### src/rtl/bcd_score_counter_if.sv
// Score counter bus: clear/add/sub inputs plus score, high-score, flags and HEX.
// master drives clear/add/sub and observes outputs; slave is the counter.
interface bcd_score_counter_if #(
  parameter int DIGITS = 2,
  parameter int INC_W  = 2
);
  logic                  clear;
  logic [INC_W-1:0]      add;
  logic [INC_W-1:0]      sub;
  logic [4*DIGITS-1:0]   score_bcd;
  logic [4*DIGITS-1:0]   high_bcd;
  logic                  new_high;
  logic                  overflow;
  logic                  underflow;
  logic                  maxed;
  logic [7*DIGITS-1:0]   hex;

  modport master (
    output clear, add, sub,
    input  score_bcd, high_bcd, new_high,
    input  overflow, underflow, maxed, hex
  );

  modport slave (
    input  clear, add, sub,
    output score_bcd, high_bcd, new_high,
    output overflow, underflow, maxed, hex
  );
endinterface

### src/rtl/bcd_score_counter.sv
// N-digit BCD score counter: add/sub per cycle, saturate or wrap, high score, HEX.
// Ports: clk, reset (async high), bus (slave: clear/add/sub in; score/high/flags/hex out).
module bcd_score_counter #(
  parameter int DIGITS   = 2,
  parameter int INC_W    = 2,
  parameter int SATURATE = 1,
  parameter int BLANK_LZ = 1
) (
  input  logic                 clk,
  input  logic                 reset,
  bcd_score_counter_if.slave   bus
);

  localparam int SW = 4 * DIGITS;
  localparam int MW = INC_W + 1;
  localparam logic [SW-1:0] MAX_BCD = {DIGITS{4'h9}};

  typedef enum logic {RUN, MAXED} state_t;

  state_t          state_q, state_d;
  logic [SW-1:0]   score_q, score_d;
  logic [SW-1:0]   high_q, high_d;
  logic            nh_q, nh_d;
  logic            ov_q, ov_d;
  logic            un_q, un_d;

  logic [INC_W-1:0] add_eff;
  logic [MW-1:0]    mag;
  logic             neg;
  logic [4:0]       m5;
  logic [3:0]       ones;
  logic             tens;
  logic [SW-1:0]    sum_v;
  logic             cy;
  logic             cy_out;
  logic [4:0]       t;
  logic [3:0]       op;

  // Net increment as sign + magnitude, magnitude split into two BCD digits.
  always_comb begin
    add_eff = (state_q == MAXED) ? '0 : bus.add;
    neg     = 1'b0;
    mag     = MW'(add_eff) - MW'(bus.sub);
    if (add_eff < bus.sub) begin
      neg = 1'b1;
      mag = MW'(bus.sub) - MW'(add_eff);
    end
    m5   = 5'(mag);
    tens = (m5 >= 5'd10);
    ones = tens ? 4'(m5 - 5'd10) : 4'(m5);
  end

  // Digit-wise ripple; cy is carry when adding, borrow when subtracting.
  always_comb begin
    sum_v = '0;
    cy    = 1'b0;
    t     = '0;
    op    = '0;
    for (int k = 0; k < DIGITS; k++) begin
      op = (k == 0) ? ones : ((k == 1) ? {3'b000, tens} : 4'd0);
      if (!neg) begin
        t  = {1'b0, score_q[4*k+:4]} + {1'b0, op} + {4'b0, cy};
        cy = (t > 5'd9);
        if (cy) t = t - 5'd10;
      end else begin
        t  = {1'b0, score_q[4*k+:4]} + 5'd10 - {1'b0, op} - {4'b0, cy};
        cy = (t < 5'd10);
        if (!cy) t = t - 5'd10;
      end
      sum_v[4*k+:4] = t[3:0];
    end
    // A single-digit counter has no slot for the tens digit of the step.
    cy_out = cy | ((DIGITS == 1) & tens);
  end

  always_comb begin
    score_d = sum_v;
    ov_d    = 1'b0;
    un_d    = 1'b0;
    if (bus.clear) begin
      score_d = '0;
    end else if (cy_out && neg) begin
      score_d = '0;
      un_d    = 1'b1;
    end else if (cy_out) begin
      ov_d = 1'b1;
      if (SATURATE != 0) score_d = MAX_BCD;
    end
    // Valid BCD orders the same as plain unsigned compare.
    nh_d   = (score_q > high_q);
    high_d = nh_d ? score_q : high_q;
  end

  always_comb begin
    state_d = state_q;
    unique case (state_q)
      RUN:
        if (SATURATE != 0 && score_d == MAX_BCD)
          state_d = MAXED;
      MAXED:
        if (bus.sub != '0 || bus.clear)
          state_d = RUN;
      default: state_d = RUN;
    endcase
  end

  always_ff @(posedge clk or posedge reset) begin
    if (reset) begin
      state_q <= RUN;
      score_q <= '0;
      high_q  <= '0;
      nh_q    <= 1'b0;
      ov_q    <= 1'b0;
      un_q    <= 1'b0;
    end else begin
      state_q <= state_d;
      score_q <= score_d;
      high_q  <= high_d;
      nh_q    <= nh_d;
      ov_q    <= ov_d;
      un_q    <= un_d;
    end
  end

  function automatic logic [6:0] seg7(input logic [3:0] d);
    unique case (d)
      4'd0:    seg7 = 7'h40;
      4'd1:    seg7 = 7'h79;
      4'd2:    seg7 = 7'h24;
      4'd3:    seg7 = 7'h30;
      4'd4:    seg7 = 7'h19;
      4'd5:    seg7 = 7'h12;
      4'd6:    seg7 = 7'h02;
      4'd7:    seg7 = 7'h78;
      4'd8:    seg7 = 7'h00;
      4'd9:    seg7 = 7'h10;
      default: seg7 = 7'h7f;
    endcase
  endfunction

  logic [7*DIGITS-1:0] hex_v;
  logic                nz;
  logic [6:0]          seg;

  // Walk from the top digit down; blank until a nonzero digit is seen.
  always_comb begin
    hex_v = '1;
    nz    = 1'b0;
    seg   = 7'h7f;
    for (int k = DIGITS - 1; k >= 0; k--) begin
      nz  = nz | (score_q[4*k+:4] != 4'd0);
      seg = seg7(score_q[4*k+:4]);
      if (BLANK_LZ != 0 && k != 0 && !nz) seg = 7'h7f;
      hex_v[7*k+:7] = seg;
    end
  end

  assign bus.score_bcd = score_q;
  assign bus.high_bcd  = high_q;
  assign bus.new_high  = nh_q;
  assign bus.overflow  = ov_q;
  assign bus.underflow = un_q;
  assign bus.maxed     = (state_q == MAXED);
  assign bus.hex       = hex_v;

endmodule
### src/flat_wrapper.sv
// flat-port wrapper written by rule: the top's interface ports become plain ports
module bcd_score_counter_flat 
#(
  parameter int DIGITS   = 2,
  parameter int INC_W    = 2,
  parameter int SATURATE = 1,
  parameter int BLANK_LZ = 1
)
  (clk, reset, bus_clear, bus_add, bus_sub, bus_score_bcd, bus_high_bcd, bus_new_high, bus_overflow, bus_underflow, bus_maxed, bus_hex);
  bcd_score_counter_if #(.DIGITS(DIGITS), .INC_W(INC_W)) bus_i ();
  input  logic clk;
  input  logic reset;
  input wire logic [$bits(bus_i.clear)-1:0] bus_clear;
  input wire logic [$bits(bus_i.add)-1:0] bus_add;
  input wire logic [$bits(bus_i.sub)-1:0] bus_sub;
  output wire logic [$bits(bus_i.score_bcd)-1:0] bus_score_bcd;
  output wire logic [$bits(bus_i.high_bcd)-1:0] bus_high_bcd;
  output wire logic [$bits(bus_i.new_high)-1:0] bus_new_high;
  output wire logic [$bits(bus_i.overflow)-1:0] bus_overflow;
  output wire logic [$bits(bus_i.underflow)-1:0] bus_underflow;
  output wire logic [$bits(bus_i.maxed)-1:0] bus_maxed;
  output wire logic [$bits(bus_i.hex)-1:0] bus_hex;
  assign bus_i.clear = bus_clear;
  assign bus_i.add = bus_add;
  assign bus_i.sub = bus_sub;
  assign bus_score_bcd = bus_i.score_bcd;
  assign bus_high_bcd = bus_i.high_bcd;
  assign bus_new_high = bus_i.new_high;
  assign bus_overflow = bus_i.overflow;
  assign bus_underflow = bus_i.underflow;
  assign bus_maxed = bus_i.maxed;
  assign bus_hex = bus_i.hex;
  bcd_score_counter #(.DIGITS(DIGITS), .INC_W(INC_W), .SATURATE(SATURATE), .BLANK_LZ(BLANK_LZ)) u_core (.clk(clk), .reset(reset), .bus(bus_i));
endmodule
### config.mk
export PLATFORM = sky130hd
export DESIGN_NAME = bcd_score_counter_flat
export DESIGN_NICKNAME = d
export VERILOG_FILES = /design/src/rtl/bcd_score_counter_if.sv /design/src/rtl/bcd_score_counter.sv /design/src/flat_wrapper.sv
export SDC_FILE = /design/constraint.sdc
export NUM_CORES = 1
export LEC_CHECK = 0
export CAP_MARGIN = 30
export CORE_MARGIN = 2
export CORE_UTILIZATION = 50
export DETAILED_ROUTE_END_ITERATION = 8
export GPL_TIMING_DRIVEN = 0
export PLACE_DENSITY = 0.85
export SLEW_MARGIN = 20
export SYNTH_ARGS = -nofsm -noshare
export SYNTH_HDL_FRONTEND = slang
export SYNTH_SLANG_ARGS = --single-unit
### constraint.sdc
create_clock -name clk -period 12.84 [get_ports clk]
set_input_delay 3.852 -clock clk [delete_from_list [all_inputs] [get_ports clk]]
set_output_delay 3.852 -clock clk [all_outputs]
set_load 0.02 [all_outputs]
# --- Word-level counts from Yosys, hierarchy flattened ---
# Memories as Yosys holds them, arrays and structs flattened.
# Cells that the tools add are included.
word_totals:
  rom_bits: 224
  out_inout_bits: 34
  in_bits: 7
  ram_bits: 0
  n_memories: 2
  word_cells: 55
  regBits: 20
  latch_bits: 0
mem_list:
  columns: ["name", "depth", "width", "read_ports", "rd_ports_with_merged_regs", "wr", "line", "rtl"]
  rows:
  - ["(no name shown)", 16, 7, 1, 0, 0, "bcd_score_counter.sv:126", "unique case (d)"]
  - ["(no name shown)", 16, 7, 1, 0, 0, "bcd_score_counter.sv:126", null]
classes:
  order_cmp: 6
  n_eq_ne: 1
  n_div: 0
  n_mux: 23
  mul: 0
  bitwise: 1
  addsub: 12
  n_reduce_logical: 4
  n_shift: 0
ops:
  columns: ["cell", "count"]
  rows:
  - ["4-bit two-way mux", 6]
  - ["8-bit two-way mux", 3]
  - ["4-bit subtractor (second input constant)", 4]
  - ["4-bit by 4-bit adder with 5-bit output (second input constant)", 2]
  - ["5-bit by 4-bit > comparator with 1-bit output (second input constant)", 2]
  - ["5-bit by 4-bit < comparator with 1-bit output (second input constant)", 2]
  - ["1-bit two-way mux", 10]
  - ["8-bit == test (second input constant)", 1]
  - ["8-bit > comparator", 1]
  - ["7-bit two-way mux", 1]
  - ["2-bit by 2-bit subtractor with 3-bit output", 2]
  - ["4-bit by 1-bit adder with 5-bit output", 1]
  - ["4-bit by 3-bit adder with 5-bit output", 1]
  - ["5-bit by 1-bit subtractor with 5-bit output", 1]
  - ["5-bit by 3-bit subtractor with 5-bit output", 1]
  - ["4-bit nonzero test", 1]
  - ["3-bit two-way mux", 1]
  - ["2-bit < comparator", 1]
  - ["2-bit two-way mux", 1]
  - ["1-bit case mux with 2 select lines", 1]
  - ["2-bit nonzero test", 1]
  - ["1-bit logical AND", 1]
  - ["1-bit logical OR", 1]
  - ["1-bit NOT", 1]

# --- Longest topological paths before layout ---
# Gate-level depths: netlist of run 1.
logic_depth:
  word_depth: 16
  depth_mapped: 27
  depth_no_buf: 27

# --- Least setup slack after synthesis of run 1 ---
# Ideal clock, no wire load.
synth_timing:
  path_kind: "in2reg"
  start: "input bus_add[0]"
  end: "register u_core.state_q, in the netlist u_core.bus.maxed"
  arrival_ns: 8.533
  stages: 27
  t_required_ns: 12.748
  n_path_buf: 0
  path_slack_ns: 4.216
  setup_ns: 0.092
  cell_sequence: "nand2b_1 ha_1 inv_1 fa_1 clkinv_1 nor2_1 a21oi_1 ha_1 inv_1 ha_1 fa_1 inv_1 ha_1 o21ai_0 o21ai_0 ha_1 inv_1 ha_1 inv_1 ha_1 ha_1 xnor2_1 or3_1 a21oi_2 o21ai_1 a211o_1 o31ai_2"
synth_via:
  elab_chain_cells: 16
  elab_cells_between_ends: 33
  cone_classes: "add/sub (10); order compare (5); eq/ne (1); mux (16); reduce/logical (1)"
synth_lines:
  columns: ["element", "line", "rtl"]
  rows:
  - ["from (decl)", "flat_wrapper.sv:14", "input wire logic [$bits(bus_i.add)-1:0] bus_add;"]
  - ["2-bit two-way mux *", "bcd_score_counter.sv:41", "add_eff = (state_q == MAXED) ? '0 : bus.add;"]
  - ["2-bit by 2-bit subtractor with 3-bit output, or another cell as far along", "bcd_score_counter.sv:43", "mag = MW'(add_eff) - MW'(bus.sub);"]
  - ["3-bit two-way mux", "bcd_score_counter.sv:44", "if (add_eff < bus.sub) begin"]
  - ["5-bit by 3-bit subtractor with 5-bit output or 4-bit by 3-bit adder with 5-bit output (tied branches)", "bcd_score_counter.sv:66, bcd_score_counter.sv:62", null]
  - ["5-bit by 4-bit < comparator with 1-bit output or 5-bit by 4-bit > comparator with 1-bit output (tied branches)", "bcd_score_counter.sv:67, bcd_score_counter.sv:63", null]
  - ["1-bit two-way mux", "bcd_score_counter.sv:61", "if (!neg) begin"]
  - ["5-bit by 1-bit subtractor with 5-bit output or 4-bit by 1-bit adder with 5-bit output (tied branches)", "bcd_score_counter.sv:66, bcd_score_counter.sv:62", null]
  - ["4-bit subtractor, or another cell as far along", "bcd_score_counter.sv:68", "if (!cy) t = t - 5'd10;"]
  - ["[2 not listed]", null, null]
  - ["8-bit two-way mux", "bcd_score_counter.sv:85", "end else if (cy_out) begin"]
  - ["8-bit two-way mux *", "bcd_score_counter.sv:82", "end else if (cy_out && neg) begin"]
  - ["8-bit two-way mux *", "bcd_score_counter.sv:80", "if (bus.clear) begin"]
  - ["net u_core.score_d[7]", "bcd_score_counter.sv:21", "logic [SW-1:0] score_q, score_d;"]
  - ["8-bit == test *", "bcd_score_counter.sv:98", "if (SATURATE != 0 && score_d == MAX_BCD)"]
  - ["1-bit two-way mux *", "bcd_score_counter.sv:98", null]
  - ["1-bit case mux with 2 select lines *", "bcd_score_counter.sv:96", "unique case (state_q)"]
  - ["net u_core.state_d", "bcd_score_counter.sv:20", "state_t state_q, state_d;"]
  - ["to (signal assigned)", "bcd_score_counter.sv:116", "state_q <= state_d;"]
  - ["to (decl)", "bcd_score_counter.sv:20", null]
# Mark *: on every way through the listed nets, which the timed path passes. The rest lies on a longest branch.
# A chain may end at the register's enable or synchronous reset.

# --- Final worst setup path of run 1 ---
layout_timing:
  start: "input bus_sub[0]"
  end: "register u_core.state_q, in the netlist u_core.bus.maxed"
layout_via:
  elab_chain_cells: 15
  elab_cells_between_ends: 35
  cone_classes: "add/sub (10); order compare (5); eq/ne (1); mux (16); reduce/logical (3)"
layout_lines:
  columns: ["element", "line", "rtl"]
  rows:
  - ["from (decl)", "flat_wrapper.sv:15", "input wire logic [$bits(bus_i.sub)-1:0] bus_sub;"]
  - ["2-bit by 2-bit subtractor with 3-bit output, or another cell as far along", "bcd_score_counter.sv:43", null]
  - ["3-bit two-way mux", "bcd_score_counter.sv:44", null]
  - ["5-bit by 3-bit subtractor with 5-bit output or 4-bit by 3-bit adder with 5-bit output (tied branches)", "bcd_score_counter.sv:66, bcd_score_counter.sv:62", null]
  - ["5-bit by 4-bit < comparator with 1-bit output or 5-bit by 4-bit > comparator with 1-bit output (tied branches)", "bcd_score_counter.sv:67, bcd_score_counter.sv:63", null]
  - ["1-bit two-way mux", "bcd_score_counter.sv:61", null]
  - ["5-bit by 1-bit subtractor with 5-bit output or 4-bit by 1-bit adder with 5-bit output (tied branches)", "bcd_score_counter.sv:66, bcd_score_counter.sv:62", null]
  - ["4-bit subtractor, or another cell as far along", "bcd_score_counter.sv:68", null]
  - ["4-bit two-way mux, on equally long branches", "bcd_score_counter.sv:68, bcd_score_counter.sv:64", null]
  - ["4-bit two-way mux", "bcd_score_counter.sv:61", null]
  - ["8-bit two-way mux", "bcd_score_counter.sv:85", null]
  - ["8-bit two-way mux *", "bcd_score_counter.sv:82", null]
  - ["8-bit two-way mux *", "bcd_score_counter.sv:80", null]
  - ["net u_core.score_d[7]", "bcd_score_counter.sv:21", null]
  - ["8-bit == test *", "bcd_score_counter.sv:98", null]
  - ["1-bit two-way mux *", "bcd_score_counter.sv:98", null]
  - ["1-bit case mux with 2 select lines *", "bcd_score_counter.sv:96", null]
  - ["net u_core.state_d", "bcd_score_counter.sv:20", null]
# Marked as above.

==> metrics.cfg, run 1 <==
[clock_network]
root_buffer=clkbuf_8
htreeDepth=1
cts.path.max_buffers=2
clk_pin_slew_ps=70
tritoncts=yes
clk_latency_ps=260
postCtsHoldBufs=0
cts_buffers=3
cts.sinks=20
post_cts_resized=0
post_cts_buffers=0

[place]
io_buffers=40
gp_congestion=0.875
place_hpwl_mm=3.71
place_area_um2=2660

[yosys]
yosys.area.top_type_share_pct=23.4
async_flop_share_pct=100
synth.distinct_cells=44
syn_nets=308
seq_area_frac_synth_pct=22.8
synth_edf_count=0
syn_area_um2=2190
syn_avg_cell_area_um2=8.57
synth_top_cell_by_area=ha_1
ys_warn_count=0
synthFlopType=dfrtp_1
syn_inst=256
synth-seq-cells=20
synth_area_leaders=ha_1 23%, dfrtp_1 23%, inv_1 5.8%, o21ai_0 4.3%, mux2i_1 4.1%

[routing]
vias_per_cell=5.54
wl_per_cell_um=13.4
drc_errors=0
drtIter0Drc=82
wl_mm=4.70
antenna_left=0
drt_first_pass_iters=4
via_count=1945

[worst_setup_path]
r2r_end=u_core.bus.maxed
ff2ff_path_depth=27
cp_max_fo=9
cp.required_ps=13010
path_class=primary input to register
crit_path_start_kind=primary input
cp-end-kind=register
crit_arrival_ps=9590
rrSetupSlack_ps=6930
worstReg2RegStart=u_core.bus.maxed

[finish]
fin_nets=353
seqCellArea_um2=500
diodes=0
multi_input_comb_area_um2=1520
drive_above_1_share_pct=6.35
stdcell_area_um2=2700
filler_cell_count=371
area.growth.synth_to_final_pct=23.1

[floorplanning]
die_w_um=70.3
dieArea_um2=4940
boundaryPins=41
std_cell_rows=24
floorplan.initialDensity_pct=51.1
die_height_um=70.3
fp.coreArea_um2=4290

[hold_path]
min_path_type=register to register
hold_start=u_core.bus.high_bcd[2]
min_to=u_core.bus.high_bcd[2]
hold_depth=1

[timing]
fin_setup_tns_ps=0
worstMarginPinSlew_ps=755
finalCritPeriodShare_pct=73.4
hold_violations=0
setup_viol=0
rsz0062_at_grt=no
clock.fmax_mhz=106
slew_viol_final=0
skew_ps=2.17
fin_crit_ps=9420
max_slew_margin_pct=49.6

[grt]
grt_pass1_vias=1867
grt-ovfl-total=0
antenna_found_initial=0
grt_usage_pct=19.5
grt_start_max_net_pins=21
grt_pass1_wl_mm=8.07

[run_status]
status=finished clean

[job]
drv_cap=0

[pwr]
irDropWorstVdd_v=0.0000802
p_leak_nw=1.28
powerDensity_nw_per_um2=240

[cells in the final DEF, fill, tap and decap left out, types with 3 or more instances in the layout]
cell type | netlist | final
xnor2_1 | 3 | 3
clkdlybuf4s50_1 | 0 | 40
inv_1 | 34 | 34
nor2_1 | 17 | 17
nand2_1 | 22 | 22
a31oi_1 | 3 | 3
a211oi_1 | 4 | 4
mux2i_1 | 9 | 9
fa_1 | 4 | 4
nand2b_1 | 5 | 5
dfrtp_1 | 20 | 20
o21ai_0 | 19 | 19
a21o_1 | 4 | 4
buf_2 | 5 | 5
o31ai_1 | 3 | 3
nor2b_1 | 5 | 5
ha_1 | 41 | 41
a21oi_1 | 14 | 14
mux2_2 | 4 | 4
xor2_1 | 4 | 4
nor3_1 | 3 | 3
nand4_1 | 3 | 3
clkbuf_8 | 0 | 3
[stage by stage]
stage,setup WS (ps),std cells,util [%],hold slack [ps],power [mW]
2_1_floorplan,4220,256,-,634,0.448
3_3_place_gp,3280,348,61.9,529,0.589
3_5_place_dp,3220,348,61.9,532,0.606
4_1_cts,3430,351,62.9,548,0.649
5_1_grt,2980,351,62.9,584,0.707
6_report,3420,351,62.9,543,0.649
[cell type report]
class | count | area share [%]
sequential | 20 | 18.5
timing repair buffer | 40 | 14.8
buffer | 8 | 1.62
inverter | 35 | 4.86
multi-input combinational | 193 | 56.2
clock buffer | 3 | 1.53
tap | 52 | 2.41
[registers in the layout, indices dropped and copies added, names as in the netlist]
register and count:
u_core.bus.high_bcd 8, u_core.bus.score_bcd 8, u_core.bus.maxed 1, u_core.bus.new_high 1
u_core.bus.overflow 1, u_core.bus.underflow 1
[worst max-delay path: stages]
cell	delay [ps]
clkdlybuf4s50_1	490
ha_1	150
inv_1	50
fa_1	410
clkinv_1	190
nor2_1	80
a21oi_1	330
ha_1	200
inv_1	40
ha_1	220
fa_1	490
inv_1	60
ha_1	220
o21ai_0	390
o21ai_0	240
ha_1	250
inv_1	60
ha_1	150
inv_1	50
ha_1	270
ha_1	230
xnor2_1	120
or3_1	320
a21oi_2	160
o21ai_1	80
a211o_1	280
o31ai_2	190
[logic make-up after synthesis]
logic type,after synthesis,synth area share (%)
buffers and inverters,43,7.98
and+or+nand+nor,67,15.2
xor gates and xnor gates,7,2.79
DFF,20,22.8
adders and majority gates,45,27.0
AOI/OAI and AO/OA,61,18.0
muxes,13,6.16
[worst max-delay path by stage]
stage,from,to,slack [ps],cells after the start
after floorplan,bus_add[0],u_core.bus.maxed,4220,27
after global placement,bus_sub[0],u_core.bus.maxed,3280,27
after detailed placement,bus_sub[0],u_core.bus.maxed,3220,27
after CTS,bus_sub[0],u_core.bus.maxed,3430,27
after global routing,bus_sub[0],u_core.bus.maxed,2980,27
final,bus_sub[0],u_core.bus.maxed,3420,27
[cell usage after synthesis (2+ instances only)]
library cell / n
ha_1: 41
inv_1: 34
nand2_1: 22
dfrtp_1: 20
o21ai_0: 19
nor2_1: 17
a21oi_1: 14
mux2i_1: 9
buf_2: 5
nand2b_1: 5
nor2b_1: 5
a211oi_1: 4
a21o_1: 4
fa_1: 4
mux2_2: 4
xor2_1: 4
a31oi_1: 3
nand4_1: 3
nor3_1: 3
o31ai_1: 3
xnor2_1: 3
a211o_1: 2
a211oi_2: 2
and2_1: 2
clkbuf_1: 2
nor4_1: 2
o211ai_1: 2
or3_1: 2
[where the power goes]
group	switching, mW	total, mW	internal (mW)
logic	0.272	0.503	0.231
registers	0.0247	0.105	0.0804
clock network	0.0203	0.0412	0.0209
total	0.317	0.649	0.332
[routing by layer]
metal | global-route usage, % | part of all wire, % | up-vias
met1 | 26.1 | 46 | 921
li1 | - | - | 969
met2 | 33.1 | 49 | 49
met3 | 3.03 | 4.1 | 6
met4 | 4.27 | 1.1 | 0
met5 | 0 | 0 | -
Power figures use the tool's default switching activity.
==> run 2: changes to the inputs <==
==> constraint.sdc (replaced) <==
create_clock -name clk -period 8.7 [get_ports clk]
set_input_delay 2.61 -clock clk [delete_from_list [all_inputs] [get_ports clk]]
set_output_delay 2.61 -clock clk [all_outputs]
set_load 0.02 [all_outputs]
==> results of run 2 <==
Same layout as run 1 (identical final DEF). Status: finished clean.
Main changes from that run: setup slack after placement 3220 ps -> 322 ps; setup slack after layout 3420 ps -> 522 ps; register-to-register setup slack 6930 ps -> 2790 ps; total power 0.649 mW -> 0.958 mW; worst IR drop on VDD 0.0000802 V -> 0.000118 V
==> run 3: changes to the inputs <==
--- a/config.mk
+++ b/config.mk
@@ -5,6 +5,7 @@
 export SDC_FILE = /design/constraint.sdc
 export NUM_CORES = 1
 export LEC_CHECK = 0
+export ABC_AREA = 1
 export CAP_MARGIN = 30
 export CORE_MARGIN = 2
 export CORE_UTILIZATION = 50
==> run 3 against run 2 <==
Effect of this change:
- maximum frequency grew 0.50%
- clock power grew 54%
- power grew 16%
- sequential share of layout area shrank 0.47 points
- synthesized cell count grew 22%
- global-route usage grew 0.56 points
- cell area grew 2.6%
- via count grew 5.5%
- utilization grew 1.2 points
- non-clock buffer count shrank 5
- critical endpoint unchanged
==> metrics.cfg, run 3 <==
[run_status]
status=finished clean

[routing]
antenna_left=0  ; unchanged
drtIter0Drc=68  ; -17%
wl_mm=4.58  ; -2.4%
vias_per_cell=5.03  ; -9.2%
drt_first_pass_iters=4  ; unchanged
via_count=2052  ; +5.5%
wl_per_cell_um=11.2  ; -16%
drc_errors=0  ; unchanged

[worst_setup_path]
path_class=primary input to register
cp.required_ps=8850
slowest_stage=clkdlybuf4s50_1
crit_arrival_ps=8290
cp-end-kind=register
crit_path_start_kind=primary input
cp_max_fo=10  ; +1
critPathMaxStageDelay_ps=510  ; +20 ps

[pwr]
powerDensity_nw_per_um2=402
irDropWorstVdd_v=0.000186
seqPwrFrac_pct=14.9  ; -1.3 points
power_mw=1.11
p_switching_mw=0.581
p_leak_nw=1.48  ; +16%
swShare_pct=52.2
pwr-share-clk_pct=8.4  ; +2.1 points
pwr-share-comb_pct=76.7  ; -0.8 points
internal_power_mw=0.533

[finish]
layout_commonest_cell=nand2_1
diodes=0  ; unchanged
filler_cell_count=369  ; -0.54%
seqCellArea_um2=500  ; unchanged
drive_above_1_share_pct=9.27  ; +2.9 points
mostFrequentLayoutCells=68 x nand2_1, 59 x inv_1, 41 x ha_1
area.growth.synth_to_final_pct=24.0
fin_util_pct=64.1  ; +1.2 points
multi_input_comb_area_um2=1470  ; -3.1%
fin_nets=409  ; +16%

[clock_network]
htreeDepth=1  ; unchanged
cts_buffers=3  ; unchanged
post_cts_resized=0  ; unchanged
tritoncts=yes
postCtsHoldBufs=0  ; unchanged
cts.path.max_buffers=2  ; unchanged
root_buffer=clkbuf_8
post_cts_buffers=0  ; unchanged
clk_latency_ps=260  ; about the same
cts.sinks=20  ; unchanged
clk_pin_slew_ps=70  ; about the same

[yosys]
ys_warn_count=0  ; unchanged
synth.distinct_cells=31  ; -30%
synth_edf_count=0  ; unchanged
async_flop_share_pct=100  ; unchanged
syn_nets=364  ; +18%
yosys.area.top_type_share_pct=23.0  ; -0.42 points
syn_area_um2=2230  ; +1.8%
syn_inst=312  ; +22%
synth_common_cells=68 x nand2_1, 59 x inv_1, 41 x ha_1
synth-seq-cells=20  ; unchanged
syn_avg_cell_area_um2=7.16  ; -16%
synthFlopType=dfrtp_1
synth_area_leaders=ha_1 23%, dfrtp_1 22%, nand2_1 11%, inv_1 9.9%, nand3_1 5.2%
post-synth-top-count-cell=nand2_1
synth_top_cell_by_area=ha_1
seq_area_frac_synth_pct=22.4  ; -0.41 points

[floorplanning]
die_height_um=70.9  ; +0.85%
dieArea_um2=5020  ; +1.7%
floorplan.initialDensity_pct=51.7  ; +0.57 points
fp.coreArea_um2=4320  ; +0.70%
die_w_um=70.9  ; +0.85%
std_cell_rows=24  ; unchanged
boundaryPins=41  ; unchanged

[place]
io_buffers=40  ; unchanged
place_hpwl_mm=3.76  ; +1.4%
gp_congestion=0.791  ; -9.6%
dp_worst_setup_slack_ps=248

[timing]
rsz0062_at_grt=no
worstMarginPinSlew_ps=734  ; -20.1 ps
finalCritPeriodShare_pct=93.5
slew_viol_final=0  ; unchanged
max_slew_margin_pct=51.0  ; +1.3 points
clock.fmax_mhz=123
setup_ws_ps=563
fin_crit_ps=8140
hold_violations=0  ; unchanged
hold_ws_ps=525  ; -18.3 ps
skew_ps=1.09  ; -1.09 ps
fin_setup_tns_ps=0  ; unchanged
setup_viol=0  ; unchanged

[grt]
grt_usage_pct=20.0  ; +0.56 points
grt-ovfl-total=0  ; unchanged
grt_start_max_net_pins=21  ; unchanged
antenna_found_initial=0  ; unchanged
grt_pass1_vias=2013  ; +7.8%
grt_pass1_wl_mm=8.33  ; +3.2%

[hold_path]
min_path_type=register to register

[job]
drv_cap=0  ; unchanged

[run 3: cell types whose count changed after synthesis, moves of 5 or more]
cell	before	now
inv_1	34	59
nand2_1	22	68
nand2_2	0	7
nand3_1	0	23
nor2b_1	5	0
mux2i_1	9	0
nand2b_1	5	0
[run 3: logic make-up (layout without fill, tap and decap cells)]
group                      Yosys count  count (layout)  share of synthesized area, %
DFF                                 20              20                          22.4
buffers and inverters               67             111                          11.8
xor gates and xnor gates             2               2                          1.12
AOI/OAI and AO/OA                   42              42                          10.2
and+or+nand+nor                    136             136                          27.9
adders and majority gates           45              45                          26.5
[run 3: metrics by stage]
| stage | area [µm²] | std cells |
|---|---|---|
| 6_report | 2770 | 408 |
| 5_1_grt | 2770 | 408 |
| 4_1_cts | 2770 | 408 |
| 3_5_place_dp | 2700 | 404 |
| 3_3_place_gp | 2700 | 404 |
| 2_1_floorplan | 2230 | 312 |
[run 3: path summary, 6_finish.rpt]
check                                       start                       to  slack, ps  cells past startpoint
hold reg to reg            u_core.bus.high_bcd[7]   u_core.bus.high_bcd[7]        530                      2
min in group asynchronous                   reset   u_core.bus.high_bcd[4]       2760                      2
hold / removal             u_core.bus.high_bcd[7]   u_core.bus.high_bcd[7]        530                      2
setup reg to reg                 u_core.bus.maxed         u_core.bus.maxed       2900                     35
setup / recovery                       bus_sub[0]         u_core.bus.maxed        560                     34
max in group asynchronous                   reset  u_core.bus.score_bcd[5]       5470                      2
[run 3: worst max-delay path: cells and delay by family]
family	cells	cell delay [ps]
AOI/OAI and AO/OA	3	730
adders and majority gates	10	2530
buffers and inverters	11	1340
and+or+nand+nor	10	1090
[run 3: per-layer routing]
metal | wire length, µm | GRT usage [%]
met5 | 0 | 0
met4 | 47 | 6.71
met3 | 169 | 3.42
met2 | 2210 | 34.1
met1 | 2160 | 25.9
[run 3: final cells by class]
type | count | area share, %
multi-input combinational | 225 | 53.1
sequential | 20 | 18.1
timing repair buffer | 40 | 14.4
inverter | 64 | 8.76
tap | 52 | 2.35
clock buffer | 3 | 1.49
clock inverter | 1 | 1.08
buffer | 3 | 0.722
[run 3: power groups by stage]
stage	sequential, mW	clock, mW	combinational [mW]
floorplan	0.189	0	0.555
global placement	0.167	0	0.827
detailed placement	0.168	0	0.856
CTS	0.166	0.0945	0.861
global route	0.171	0.0996	0.973
finish	0.166	0.0938	0.854
